<file path="config.mk">
export PLATFORM = sky130hd
export DESIGN_NAME = fx_mac_seq
export DESIGN_NICKNAME = d
export VERILOG_FILES = /design/src/rtl/fx_pkg.sv /design/src/rtl/fx_seq_timer.sv /design/src/rtl/fx_mac_seq.sv
export SDC_FILE = /design/constraint.sdc
export NUM_CORES = 1
export LEC_CHECK = 0
export ABC_CLOCK_PERIOD_IN_PS = 3400
export BUFFER_PORTS_ARGS = -buffer_cell sky130_fd_sc_hd__buf_4
export CAP_MARGIN = 40
export CORE_MARGIN = 4
export CORE_UTILIZATION = 50
export CTS_BUF_LIST = sky130_fd_sc_hd__clkbuf_8
export DETAILED_ROUTE_END_ITERATION = 8
export GPL_ROUTABILITY_DRIVEN = 1
export PLACE_DENSITY = 0.73
export SYNTH_ARGS = -nofsm -noshare
export SYNTH_HDL_FRONTEND = slang
export SYNTH_HIERARCHICAL = 1
export SYNTH_SLANG_ARGS = --single-unit
</file>
<file path="constraint.sdc">
create_clock -name clk -period 3.4 [get_ports clk]
set_clock_uncertainty 0.2 [all_clocks]
set_input_delay 0.17 -clock clk [delete_from_list [all_inputs] [get_ports clk]]
set_output_delay 0.17 -clock clk [all_outputs]
set_load 0.02 [all_outputs]
</file>
<file path="src/rtl/fx_pkg.sv">
// Shared definitions for the fixed-point MAC operand sequencer.
//   seq_state_t : sequencer FSM states
//   SEL_W/SEL_D : operand bank select encodings for wr_sel
//   addr_width  : operand index width for a K-entry bank
package fx_pkg;

    typedef enum logic [2:0] {
        ST_IDLE,
        ST_CLR,
        ST_STREAM,
        ST_WAIT,
        ST_HOLD
    } seq_state_t;

    localparam logic SEL_W = 1'b0;
    localparam logic SEL_D = 1'b1;

    // A single-entry bank still gets a 1-bit index so ports never go zero-width.
    function automatic int unsigned addr_width(input int unsigned k);
        return (k > 1) ? $clog2(k) : 1;
    endfunction

endpackage

</file>
<file path="src/rtl/fx_seq_timer.sv">
// Loadable up-counter with terminal-count flag, used as the WAIT timeout.
//   clk, rst : clock, synchronous active-high reset
//   load     : clear the count to 0
//   en       : count one cycle (saturates at LIMIT)
//   last_c   : combinational; high while the current cycle's increment reaches LIMIT
module fx_seq_timer #(
    parameter int unsigned LIMIT = 31
) (
    input  logic clk,
    input  logic rst,
    input  logic load,
    input  logic en,
    output logic last_c
);

    localparam int unsigned CW = $clog2(LIMIT + 1);

    logic [CW-1:0] cnt;

    // Count register; load wins over enable.
    always_ff @(posedge clk) begin
        if (rst) begin
            cnt <= '0;
        end else if (load) begin
            cnt <= '0;
        end else if (en && (cnt != CW'(LIMIT))) begin
            cnt <= cnt + CW'(1);
        end
    end

    // Flag the cycle that completes the LIMIT-th counted cycle.
    assign last_c = (cnt == CW'(LIMIT - 1));

endmodule

</file>
<file path="src/rtl/fx_mac_seq.sv">
// Operand sequencer and result collector for one fixed-point MAC.
// Holds K weight/data operand pairs, clears the MAC, streams the pairs,
// captures the MAC result pulse (or times out) and presents it with valid/ready.
//   clk, rst                          : clock, synchronous active-high reset
//   wr_en, wr_sel, wr_addr, wr_data   : operand bank write port (idle only)
//   start                             : begin a job (sampled in IDLE)
//   busy                              : high outside IDLE
//   mac_rstn, mac_vld, mac_win, mac_din : MAC input side (registered)
//   mac_acc, mac_done                 : MAC output side
//   res_o, res_err, res_vld, res_rdy  : result handshake
module fx_mac_seq
    import fx_pkg::*;
#(
    parameter int unsigned WIDTH    = 8,
    parameter int unsigned K        = 2,
    parameter int unsigned FRACTION = 4,
    parameter int unsigned TMO      = 31,
    parameter int unsigned AW       = addr_width(K)
) (
    input  logic             clk,
    input  logic             rst,
    input  logic             wr_en,
    input  logic             wr_sel,
    input  logic [AW-1:0]    wr_addr,
    input  logic [WIDTH-1:0] wr_data,
    input  logic             start,
    output logic             busy,
    output logic             mac_rstn,
    output logic             mac_vld,
    output logic [WIDTH-1:0] mac_win,
    output logic [WIDTH-1:0] mac_din,
    input  logic [WIDTH-1:0] mac_acc,
    input  logic             mac_done,
    output logic [WIDTH-1:0] res_o,
    output logic             res_err,
    output logic             res_vld,
    input  logic             res_rdy
);

    // Elaboration-time parameter sanity.
    if (K < 1) begin : g_bad_k
        $error("fx_mac_seq: K must be >= 1");
    end
    if (TMO < 1) begin : g_bad_tmo
        $error("fx_mac_seq: TMO must be >= 1");
    end
    if (FRACTION >= WIDTH) begin : g_bad_fraction
        $error("fx_mac_seq: FRACTION must be below WIDTH");
    end

    logic [WIDTH-1:0] wbank [K];
    logic [WIDTH-1:0] dbank [K];

    seq_state_t       state;
    seq_state_t       state_d;
    logic [AW-1:0]    idx;
    logic [AW-1:0]    idx_d;
    logic [WIDTH-1:0] res_o_d;
    logic             res_err_d;
    logic             stream_d;
    logic [WIDTH-1:0] mac_win_d;
    logic [WIDTH-1:0] mac_din_d;
    logic             tmr_load;
    logic             tmr_en;
    logic             tmr_last_c;

    fx_seq_timer #(
        .LIMIT (TMO)
    ) u_timer (
        .clk    (clk),
        .rst    (rst),
        .load   (tmr_load),
        .en     (tmr_en),
        .last_c (tmr_last_c)
    );

    // Operand banks: written only while idle, cleared by reset.
    always_ff @(posedge clk) begin
        if (rst) begin
            wbank <= '{default: '0};
            dbank <= '{default: '0};
        end else if (wr_en && !busy && (32'(wr_addr) < K)) begin
            if (wr_sel == SEL_W) begin
                wbank[wr_addr] <= wr_data;
            end else begin
                dbank[wr_addr] <= wr_data;
            end
        end
    end

    // Next state, next index and next result.
    always_comb begin
        state_d   = state;
        idx_d     = idx;
        res_o_d   = res_o;
        res_err_d = res_err;
        tmr_load  = 1'b0;
        tmr_en    = 1'b0;

        case (state)
            ST_IDLE: begin
                if (start) begin
                    state_d = ST_CLR;
                end
            end
            ST_CLR: begin
                idx_d   = '0;
                state_d = ST_STREAM;
            end
            ST_STREAM: begin
                if (idx == AW'(K - 1)) begin
                    state_d  = ST_WAIT;
                    tmr_load = 1'b1;
                end else begin
                    idx_d = idx + AW'(1);
                end
            end
            ST_WAIT: begin
                tmr_en = 1'b1;
                // A result pulse beats a simultaneous timeout.
                if (mac_done) begin
                    res_o_d   = mac_acc;
                    res_err_d = 1'b0;
                    state_d   = ST_HOLD;
                end else if (tmr_last_c) begin
                    res_o_d   = '0;
                    res_err_d = 1'b1;
                    state_d   = ST_HOLD;
                end
            end
            ST_HOLD: begin
                if (res_rdy) begin
                    state_d = ST_IDLE;
                end
            end
            default: begin
                state_d = ST_IDLE;
            end
        endcase
    end

    // Outputs are registered from the next state so they line up with it.
    assign stream_d  = (state_d == ST_STREAM);
    assign mac_win_d = stream_d ? wbank[idx_d] : '0;
    assign mac_din_d = stream_d ? dbank[idx_d] : '0;

    // State register and registered outputs.
    always_ff @(posedge clk) begin
        if (rst) begin
            state    <= ST_IDLE;
            idx      <= '0;
            busy     <= 1'b0;
            mac_rstn <= 1'b0;
            mac_vld  <= 1'b0;
            mac_win  <= '0;
            mac_din  <= '0;
            res_o    <= '0;
            res_err  <= 1'b0;
            res_vld  <= 1'b0;
        end else begin
            state    <= state_d;
            idx      <= idx_d;
            busy     <= (state_d != ST_IDLE);
            mac_rstn <= (state_d != ST_CLR);
            mac_vld  <= stream_d;
            mac_win  <= mac_win_d;
            mac_din  <= mac_din_d;
            res_o    <= res_o_d;
            res_err  <= res_err_d;
            res_vld  <= (state_d == ST_HOLD);
        end
    end

endmodule

</file>
==> reports/summary.txt, run 1 <==
Starting Density: 52.5%
CP peak stage delay: 0.70 ns
Std-Cell Rows: 26
Die Wd: 81.7 µm
Distinct cells, synth: 41
Yosys top cell by area: dfxtp_1
Crit path from: state[0]$_SDFF_PP0_
Initial antenna violation count: 0
Final hold violation count: 0
Maximum number of pins on one net before global-route repair: 50
Layout area overhead: 28.6%
Most frequent cells after synthesis: dfxtp_1 (70), nor2_1 (39), nand2_1 (34)
Net Sw Power: 0.435 mW
WL final: 6270 µm
Clk sink count: 70
Period utilization: 68.8%
Layout Nets: 394
Worst-Margin Slew: 0.800 ns
Critical path type: register to register
Routed len/inst: 14.2 µm
Switching fraction of total power: 25.0%
I/O Buffers: 52
Power per cell area: 498 nW/µm²
Reg clk slew, reported paths: 0.07 ns
Main synth FF type: dfxtp_1
Via count: 2260
Setup Fix Bufs, Post-CTS: 0
Status: completed
Vias in the first global route: 2117
CTS Buf Count: 9
Logic pwr share: 11.9%
Synth top area cells: dfxtp_1 (52%), nor2_1 (5.4%), a21oi_1 (5.3%), nand2_1 (4.7%), a211oi_2 (4.1%)
Seq/Total Area, Yosys: 51.6%
Crit Path Max Fanout: 17
Layout cells sized above 1: 23.1%
Crit-path cells: and2_1 -> or2_1 -> a211oi_1
CP max-delay cell: or2_1
Die H: 81.7 µm
Ys async rst share: 0%
I/O pins: 53
Antenna viol nets, final: 0
Peak supply drop: 0.268 mV
Setup_tns: 0 ns
First-pass DRT Iterations: 5
First-pass GRT wire length: 10100 µm
DRC violations left: 0
Ant diodes: 0
Net count after synthesis: 330
CTS max path bufs: 2
F_max: 428 MHz
LEAKAGE: 1.37 nW
Slew Limit Fails: 0
Worst setup margin: 1.06 ns
Synth Cell Area: 2720 µm²
Syn avg cell area: 8.97 µm²
Core ar.: 5170 µm²
Most frequent cell after synthesis: dfxtp_1
Full die area: 6680 µm²
Crit path time final: 2.34 ns
Clk pwr share: 38.5%
First-iteration detailed-routing DRC count: 125
CTS tree: yes
Area share of the leading cell type in the synthesized netlist: 51.6%
P_int: 1.31 mW
# resized after CTS: 0
EDFF count, synth: 0
Dpl ws: 1.07 ns
RSZ-0062 raised after global routing: no
Vias/cell: 5.11
Sequential Power Share: 49.6%
Max_cap viols: 0
Overall routing resource usage: 20.2%
YS warnings: 6
Worst Path Required: 3.39 ns
Setup crit end kind: register
Nature of the critical path startpoint: register
H-tree Lvls: 3
GP Congestion: 0.776
Clk_lat worst skew: 0.34 ns
Yosys reg bits: 70
Post-DP HPWL: 4090 µm
GRT overflow: 0
CP Data Arrival Time: 2.32 ns
Hold WC Path Type: input pin to register
Post-synthesis cell count: 303
Reg-to-reg startpoint: state[0]$_SDFF_PP0_
Clock root cell: clkbuf_8
Setup violations, final: 0
Min-delay src: mac_done
Worst slew margin: 46.7%
-- registers in the layout, indices dropped and copies added (netlist names) --
| name | flops |
|---|---|
| busy | 1 |
| dbank | 16 |
| idx | 1 |
| mac_din | 8 |
| mac_rstn | 1 |
| mac_vld | 1 |
| mac_win | 8 |
| res_err | 1 |
| res_o | 8 |
| res_vld | 1 |
| state | 3 |
| u_timer/cnt | 5 |
| wbank | 16 |
-- worst max-delay path, delay by kind of cell, from the launching register on --
kind,cells,cell delay (ns)
AND/OR/NAND/NOR,2,1.29
flip-flops,1,0.49
AO/OA/AOI/OAI,1,0.20
-- path summary, 6_finish.rpt --
check | end | slack, ns | cells past startpoint
worst max-delay path | mac_din[6]$_SDFF_PP0_ | 1.06 | 3
worst min-delay path | state[1]$_SDFF_PP0_ | 0.01 | 4
worst min register to register | wbank[11]$_SDFFE_PP0P_ | 0.25 | 2
worst max register to register | mac_din[6]$_SDFF_PP0_ | 1.06 | 3
-- layout make-up --
type | instances | area, µm²
clock buffer | 11 | 151
clock inverter | 5 | 50.0
fill | 414 | 1680
inverter | 20 | 75.1
multi-input combinational | 193 | 1140
sequential | 70 | 1400
tap | 70 | 87.6
timing repair buffer | 73 | 591
-- cells by family (layout without fill, tap and decap cells) --
kind of cell | Yosys count | count (layout) | share of synthesized area, %
AOI/OAI and AO/OA | 62 | 62 | 16.0
xor gates and xnor gates | 2 | 2 | 0.645
adders and majority gates | 3 | 3 | 1.38
buffers and inverters | 40 | 109 | 6.72
DFF | 70 | 70 | 51.6
muxes | 9 | 9 | 3.36
and+or+nand+nor | 117 | 117 | 20.3
-- what timing repair did --
| action | CTS | global route |
|---|---|---|
| hold buffers | 17 | 0 |
| setup endpoints to repair | 0 | 0 |
| hold endpoints to repair | 43 | 0 |
-- cell usage in the layout (no fill, tap or decap), types with 2 or more instances in the layout --
cell           instances
a211oi_2               9
nor3_1                17
and3_1                 3
mux2i_1                8
clkbuf_8              11
buf_4                 56
a21oi_1               29
a211oi_1               9
o211ai_1               2
dfxtp_1               70
o21ai_0                2
a22oi_1                8
inv_1                 22
or3_1                  2
nand2_1               34
or2_1                  2
ha_1                   3
or2_2                  2
nand3b_1               2
nor2_1                39
and2_1                 2
nor2b_1                2
dlygate4sd3_1         17
nand3_1                2
-- power by group through the flow --
stage / combinational [mW] / sequential, mW / clock, mW
final: 0.207 / 0.865 / 0.671
after global routing: 0.227 / 0.867 / 0.720
after CTS: 0.208 / 0.864 / 0.686
after detailed placement: 0.192 / 0.883 / 0
after global placement: 0.188 / 0.882 / 0
after floorplan: 0.118 / 0.890 / 0
-- per-layer routing --
| metal | wire length (µm) | up-vias | global-route usage, % |
|---|---|---|---|
| li1 | - | 1140 | - |
| met3 | 340 | 14 | 4.50 |
| met4 | 182 | 0 | 12.8 |
| met2 | 2930 | 64 | 33.0 |
| met1 | 2820 | 1042 | 24.0 |
| met5 | 0 | - | 0 |
-- stage by stage --
step | hold slack (ns) | total power, mW | utilization, % | cells | area [µm²]
after detailed placement | 0.229 | 1.07 | 60.4 | 409 | 3120
after global placement | 0.220 | 1.07 | 60.4 | 409 | 3120
final | 0.0136 | 1.74 | 67.6 | 442 | 3500
after floorplan | 0.0490 | 1.01 | - | 303 | 2720
after global routing | 0.0620 | 1.81 | 67.6 | 442 | 3500
after CTS | 0.00175 | 1.76 | 67.6 | 442 | 3500
Power figures use the tool's default switching activity.
==> inputs of run 2 (changes only) <==
--- a/config.mk
+++ b/config.mk
@@ -5,7 +5,7 @@
 export SDC_FILE = /design/constraint.sdc
 export NUM_CORES = 1
 export LEC_CHECK = 0
-export ABC_CLOCK_PERIOD_IN_PS = 3400
+export ABC_CLOCK_PERIOD_IN_PS = 2200
 export BUFFER_PORTS_ARGS = -buffer_cell sky130_fd_sc_hd__buf_4
 export CAP_MARGIN = 40
 export CORE_MARGIN = 4
==> constraint.sdc (replaced) <==
create_clock -name clk -period 2.2 [get_ports clk]
set_clock_uncertainty 0.2 [all_clocks]
set_input_delay 0.11 -clock clk [delete_from_list [all_inputs] [get_ports clk]]
set_output_delay 0.11 -clock clk [all_outputs]
set_load 0.02 [all_outputs]
==> run 2 against run 1 <==
  * Total power grew 63%
  * Combinational power grew 61%
  * Final cell count grew 1.6%
  * Worst hold slack gained 0.0072 ns
  * Via count grew 1.3%
==> reports/summary.txt, run 2 (synthesis results as in run 1) <==
Status: completed
Crit Path Max Fanout: 17 (unchanged)
First-pass GRT wire length: 10100 µm (+0.95%)
Maximum number of pins on one net before global-route repair: 50 (unchanged)
Via count: 2289 (+1.3%)
Antenna viol nets, final: 0 (unchanged)
Overall routing resource usage: 20.1% (-0.10 points)
Final hold violation count: 0 (unchanged)
CP Data Arrival Time: 2.06 ns (-0.26 ns)
Initial antenna violation count: 0 (unchanged)
Biggest regs: dbank (16), wbank (16)
Full die area: 6680 µm² (unchanged)
Worst Path Required: 2.24 ns (-1.15 ns)
GP Congestion: 0.761 (-2.0%)
Setup crit end kind: register
WL final: 6230 µm (-0.65%)
Core ar.: 5170 µm² (unchanged)
Peak supply drop: 0.529 mV (+97%)
Sequential cell area: 1400 µm² (about the same)
Area occupied by multi-input gates: 1140 µm² (unchanged)
Layout Nets: 401 (+1.8%)
I/O pins: 53 (unchanged)
I/O Buffers: 52 (unchanged)
GRT overflow: 0 (unchanged)
Crit-path cells: inv_1 -> ha_1 -> and4_1 -> o211ai_1 -> o211ai_1 -> or2_1 -> buf_4 -> a211oi_1
Std-Cell Rows: 26 (unchanged)
P_int: 2.18 mW (+67%)
Commonest non-fill, non-tap cells in the layout: dfxtp_1 (69), buf_4 (59), nor2_1 (39), nand2_1 (34), a21oi_1 (29)
Die Wd: 81.7 µm (unchanged)
DRC violations left: 0 (unchanged)
Slew Limit Fails: 0 (unchanged)
Vias/cell: 5.10 (-0.30%)
First-iteration detailed-routing DRC count: 116 (-7.2%)
CP dominant cell by count: o211ai_1
Crit path time final: 2.02 ns (-0.321 ns)
Critical path type: register to register
Worst-Margin Slew: 0.818 ns (+0.0177 ns)
First-pass DRT Iterations: 4 (-1)
CTS tree: yes
Net Sw Power: 0.668 mW (+53%)
Starting Density: 52.5% (unchanged)
Clk pwr share: 41.4% (+2.9 points)
Clk_lat worst skew: 0.33 ns (about the same)
CTS Buf Count: 9 (unchanged)
Period utilization: 91.7% (+23 points)
H-tree Lvls: 3 (unchanged)
CTS max path bufs: 2 (unchanged)
RSZ-0062 raised after global routing: no
Sequential Power Share: 46.9% (-2.7 points)
R2R setup slack: 0.18 ns (-0.88 ns)
Max_cap viols: 0 (unchanged)
Setup violations, final: 0 (unchanged)
Switching fraction of total power: 23.5% (-1.5 points)
Clock root cell: clkbuf_8
Die H: 81.7 µm (unchanged)
Ant diodes: 0 (unchanged)
Logic pwr share: 11.7% (-0.2 points)
F_max: 496 MHz (+16%)
Vias in the first global route: 2278 (+7.6%)
Routed len/inst: 13.9 µm (-2.2%)
Post-DP HPWL: 4020 µm (-1.9%)
Worst Hold Slack: 0.0208 ns (+0.00717 ns)
Clk sink count: 70 (unchanged)
CP peak stage delay: 0.36 ns (-0.34 ns)
Reg clk slew, reported paths: 0.07 ns (about the same)
Layout area overhead: 32.2%
Layout cells sized above 1: 24.0% (+0.89 points)
Nature of the critical path startpoint: register
Final core occ: 69.4% (+1.9 points)
Filler Cell Count: 407 (-1.7%)
LEAKAGE: 1.42 nW (+3.5%)
CP max-delay cell: dfxtp_2
Worst slew margin: 45.5% (-1.2 points)
Hold WC Path Type: input pin to register
Setup_tns: 0 ns (unchanged)
Power per cell area: 792 nW/µm² (+59%)
Setup Fix Bufs, Post-CTS: 0 (unchanged)
Commonest non-fill, non-tap cell in the layout: dfxtp_1
[run 2: final cells by class]
class                   count  share of cell area [%]
well taps                  70                    2.44
multi-input cells         193                    31.7
flip-flops and latches     70                    39.0
repair buffers             80                    18.2
clock inverters             4                    1.92
clock buffers              12                    4.60
inverters                  20                    2.09
[run 2: layer usage]
layer | wire length, µm | track usage (%)
met5 | 0 | 0
met4 | 161 | 12.1
met3 | 344 | 4.06
met2 | 3040 | 34.4
met1 | 2690 | 23.0
[run 2: power groups by stage]
stage	logic (mW)	registers, mW	clock network (mW)
4_1_cts	0.335	1.33	1.20
3_5_place_dp	0.306	1.36	0
2_1_floorplan	0.182	1.38	0
5_1_grt	0.366	1.34	1.25
3_3_place_gp	0.299	1.36	0
6_report	0.333	1.33	1.18
[run 2: worst max-delay path, delay by kind of cell (launching register included)]
kind	cells	cell delay, ns
AND/OR/NAND/NOR	2	0.45
AO/OA/AOI/OAI	3	0.48
buffers and inverters	2	0.26
adder cells (fa/ha/maj)	1	0.18
flip-flops	1	0.36
[run 2: per-stage QoR]
stage | std cells | worst slack [ns] | instance area (µm²) | total power [mW]
after floorplan | 303 | 0.260 | 2720 | 1.56
after global placement | 412 | 0.229 | 3150 | 1.66
after detailed placement | 412 | 0.141 | 3150 | 1.67
after CTS | 449 | 0.122 | 3590 | 2.87
after global routing | 449 | 0.0409 | 3590 | 2.96
final | 449 | 0.182 | 3590 | 2.85
[run 2: final timing paths]
| path | startpoint | endpoint | cells past startpoint |
|---|---|---|---|
| max | u_timer/cnt[0]$_SDFFE_PP0P_ | mac_din[4]$_SDFF_PP0_ | 8 |
| max reg2reg | u_timer/cnt[0]$_SDFFE_PP0P_ | mac_din[4]$_SDFF_PP0_ | 8 |
| min reg2reg | wbank[10]$_SDFFE_PP0P_ | wbank[10]$_SDFFE_PP0P_ | 2 |
| min | rst | dbank[12]$_SDFFE_PP0P_ | 2 |
[run 2: timing repair]
action,in CTS,in global routing
hold buffers,21,0
gates resized for setup,0,1
endpoints found under the setup margin,0,2
endpoints found under the hold margin,44,0
==> inputs of run 3 (changes only) <==
--- a/config.mk
+++ b/config.mk
@@ -16,5 +16,4 @@
 export PLACE_DENSITY = 0.73
 export SYNTH_ARGS = -nofsm -noshare
 export SYNTH_HDL_FRONTEND = slang
-export SYNTH_HIERARCHICAL = 1
 export SYNTH_SLANG_ARGS = --single-unit
==> run 3 against run 2 <==
  * Register-to-register slack worse by 0.06 ns
  * Highest routed layer unchanged
  * Utilization is 0.58 points lower
  * Setup slack worse by 0.13 ns
  * Die area grew 4.4%
  * Final cell count increased by 2.4%
  * Sequential cell count did not move
  * Total power rose by 1.2%
  * Via count rose by 6.3%
  * Largest power group unchanged
  * Synthesized cell count is the same
==> reports/summary.txt, run 3 <==
Setup violations, final: 0 (unchanged)
Final core occ: 68.9% (-0.58 points)
Yosys top cell by area: dfxtp_1
I/O Buffers: 52 (unchanged)
Antenna viol nets, final: 0 (unchanged)
WL final: 6650 µm (+6.7%)
Maximum number of pins on one net before global-route repair: 36 (-28%)
Initial antenna violation count: 0 (unchanged)
Reg-to-reg endpoint: wbank[7]$_SDFFE_PP0P_
Post-DP HPWL: 4200 µm (+4.5%)
Power per cell area: 759 nW/µm² (-4.2%)
Synth top area cells: dfxtp_1 (49%), a21oi_1 (6.7%), mux2i_1 (6.0%), nand2_1 (5.5%), nor2_1 (4.7%)
Slew Limit Fails: 0 (unchanged)
GP Congestion: 0.761 (about the same)
YS warnings: 0 (-6)
Die H: 83.5 µm (+2.2%)
Critical path type: input pin to register
Crit path from: wr_sel
Reg clk slew, reported paths: 0.07 ns (about the same)
Main synth FF type: dfxtp_1
Biggest regs: dbank (16), wbank (16)
Nature of the critical path startpoint: input pin
Crit Path Max Fanout: 8 (-9)
Setup crit end kind: register
LEAKAGE: 1.41 nW (-0.40%)
CTS max path bufs: 2 (unchanged)
Post-synthesis cell count: 303 (unchanged)
Status: completed
Std-Cell Rows: 27 (+3.8%)
CP max-delay cell: dlygate4sd3_1
Peak supply drop: 0.520 mV (-1.6%)
H-tree Lvls: 3 (unchanged)
Die Wd: 83.5 µm (+2.2%)
Net count after synthesis: 330 (unchanged)
GRT overflow: 0 (unchanged)
R2R setup slack: 0.12 ns (-0.06 ns)
Core ar.: 5510 µm² (+6.5%)
First-pass DRT Iterations: 4 (unchanged)
Seq/Total Area, Yosys: 49.2% (-2.4 points)
Most frequent cells after synthesis: dfxtp_1 (70), nand2_1 (42), a21oi_1 (38)
Routed len/inst: 14.4 µm (+4.1%)
CP peak stage delay: 0.58 ns (+0.22 ns)
Area share of the leading cell type in the synthesized netlist: 49.2% (-2.4 points)
WP buf/inv: 3 (+1)
Clock root cell: clkbuf_8
Layout area overhead: 33.1%
Reg-to-reg startpoint: busy$_SDFF_PP0_
Via count: 2433 (+6.3%)
F_max: 465 MHz (-6.1%)
CTS Buf Count: 9 (unchanged)
Commonest non-fill, non-tap cell in the layout: dfxtp_1
Ant diodes: 0 (unchanged)
RSZ-0062 raised after global routing: no
Setup_tns: 0 ns (unchanged)
Ys async rst share: 0% (unchanged)
Overall routing resource usage: 19.4% (-0.75 points)
Vias/cell: 5.29 (+3.7%)
Syn avg cell area: 9.40 µm² (+4.8%)
Distinct cells, synth: 38 (-7.3%)
Worst Reg2Reg Path Length in Cells: 4 (-4)
Synth Cell Area: 2850 µm² (+4.8%)
EDFF count, synth: 0 (unchanged)
CP dominant cell by count: dlygate4sd3_1
Capture point of the worst path: wbank[7]$_SDFFE_PP0P_
Layout cells sized above 1: 25.8% (+1.8 points)
Max_cap viols: 0 (unchanged)
Yosys reg bits: 70 (unchanged)
Layout Nets: 410 (+2.2%)
Starting Density: 51.7% (-0.80 points)
Hold WC Path Type: register to register
Full die area: 6970 µm² (+4.4%)
Worst slew margin: 56.5% (+11 points)
Clk_lat worst skew: 0.34 ns (about the same)
Clk sink count: 70 (unchanged)
Period utilization: 97.7% (+6.0 points)
Worst-Margin Slew: 0.645 ns (-0.173 ns)
First-iteration detailed-routing DRC count: 148 (+28%)
Worst Path Required: 2.22 ns (-0.02 ns)
CTS tree: yes
Top delay family on crit path: buffers and inverters
Final hold violation count: 0 (unchanged)
DRC violations left: 0 (unchanged)
I/O pins: 53 (unchanged)
First-pass GRT wire length: 11000 µm (+8.2%)
Critical path depth: 6 (-2)
Vias in the first global route: 2354 (+3.3%)
Crit-path cells: dlygate4sd3_1 -> buf_4 -> and4bb_2 -> mux2i_1 -> nor2_1 -> dlygate4sd3_1
Commonest non-fill, non-tap cells in the layout: dfxtp_1 (70), buf_4 (59), nand2_1 (42), a21oi_1 (38), nor2_1 (36)
Most frequent cell after synthesis: dfxtp_1
Crit path time final: 2.15 ns (+0.132 ns)
CP Data Arrival Time: 2.17 ns (+0.11 ns)
==> run 3: worst min-delay path by stage <==
stage	startpoint	end	slack (ns)	depth (start not counted)
2_1_floorplan	start	mac_rstn$_SDFF_PP0_	0.02	1
3_3_place_gp	start	mac_rstn$_SDFF_PP0_	0.14	2
3_5_place_dp	start	mac_rstn$_SDFF_PP0_	0.13	2
4_1_cts	dbank[5]$_SDFFE_PP0P_	dbank[5]$_SDFFE_PP0P_	0.26	2
5_1_grt	dbank[6]$_SDFFE_PP0P_	dbank[6]$_SDFFE_PP0P_	0.29	2
6_report	dbank[5]$_SDFFE_PP0P_	dbank[5]$_SDFFE_PP0P_	0.26	2
==> run 3: final cells by class <==
cell class	instances	area, µm²
multi-input cells	206	1290
fillers	408	1710
clock inverters	4	76.3
flip-flops and latches	70	1400
repair buffers	89	743
clock buffers	12	165
well taps	72	90.1
inverters	7	26.3
==> run 3: kinds of logic (layout without fill, tap and decap cells) <==
family,Yosys count,in the layout,share of synthesized area (%)
and+or+nand+nor,99,99,18.6
AOI/OAI and AO/OA,86,86,18.9
DFF,70,70,49.2
buffers and inverters,27,112,5.67
muxes,17,17,5.97
adders and majority gates,3,3,1.32
xor gates and xnor gates,1,1,0.307
==> run 3: worst reg2reg max path, stage by stage (launching register included) <==
cell and delay, ns:
dfxtp_1 0.38, and4bb_2 0.52, mux2i_1 0.23, nor2_1 0.07, dlygate4sd3_1 0.58
==> run 3: report_power, final <==
group          switching [mW]  total (mW)  internal, mW  leakage, nW
clock                   0.482        1.22         0.735        0.119
combinational           0.174       0.326         0.152        0.728
sequential             0.0319        1.34          1.31        0.567
==> run 3: repair_timing <==
item                                    in CTS  in global routing
endpoints found under the setup margin       0                  1
resized for setup                            0                  1
hold endpoints to repair                    46                  0
hold buffers                                30                  0
setup buffers                                0                  0
==> run 3: routing by layer <==
metal  routed length (µm)  global-route usage, %  vias to the layer above
li1                     -                      -                     1215
met1                 2950                   23.6                     1132
met2                 3110                   31.2                       77
met3                  484                   6.52                        9
met4                   96                   8.48                        0
met5                    0                      0                        -
==> run 3: through the flow <==
step	area, µm²	worst slack [ns]	cells	hold slack, ns	power [mW]
after detailed placement	3250	0.230	414	0.128	1.65
after global placement	3250	0.312	414	0.140	1.64
after floorplan	2850	0.356	303	0.0177	1.55
after global routing	3790	0.0143	460	0.286	3.00
final	3790	0.0502	460	0.260	2.88
after CTS	3790	0.0233	460	0.259	2.90
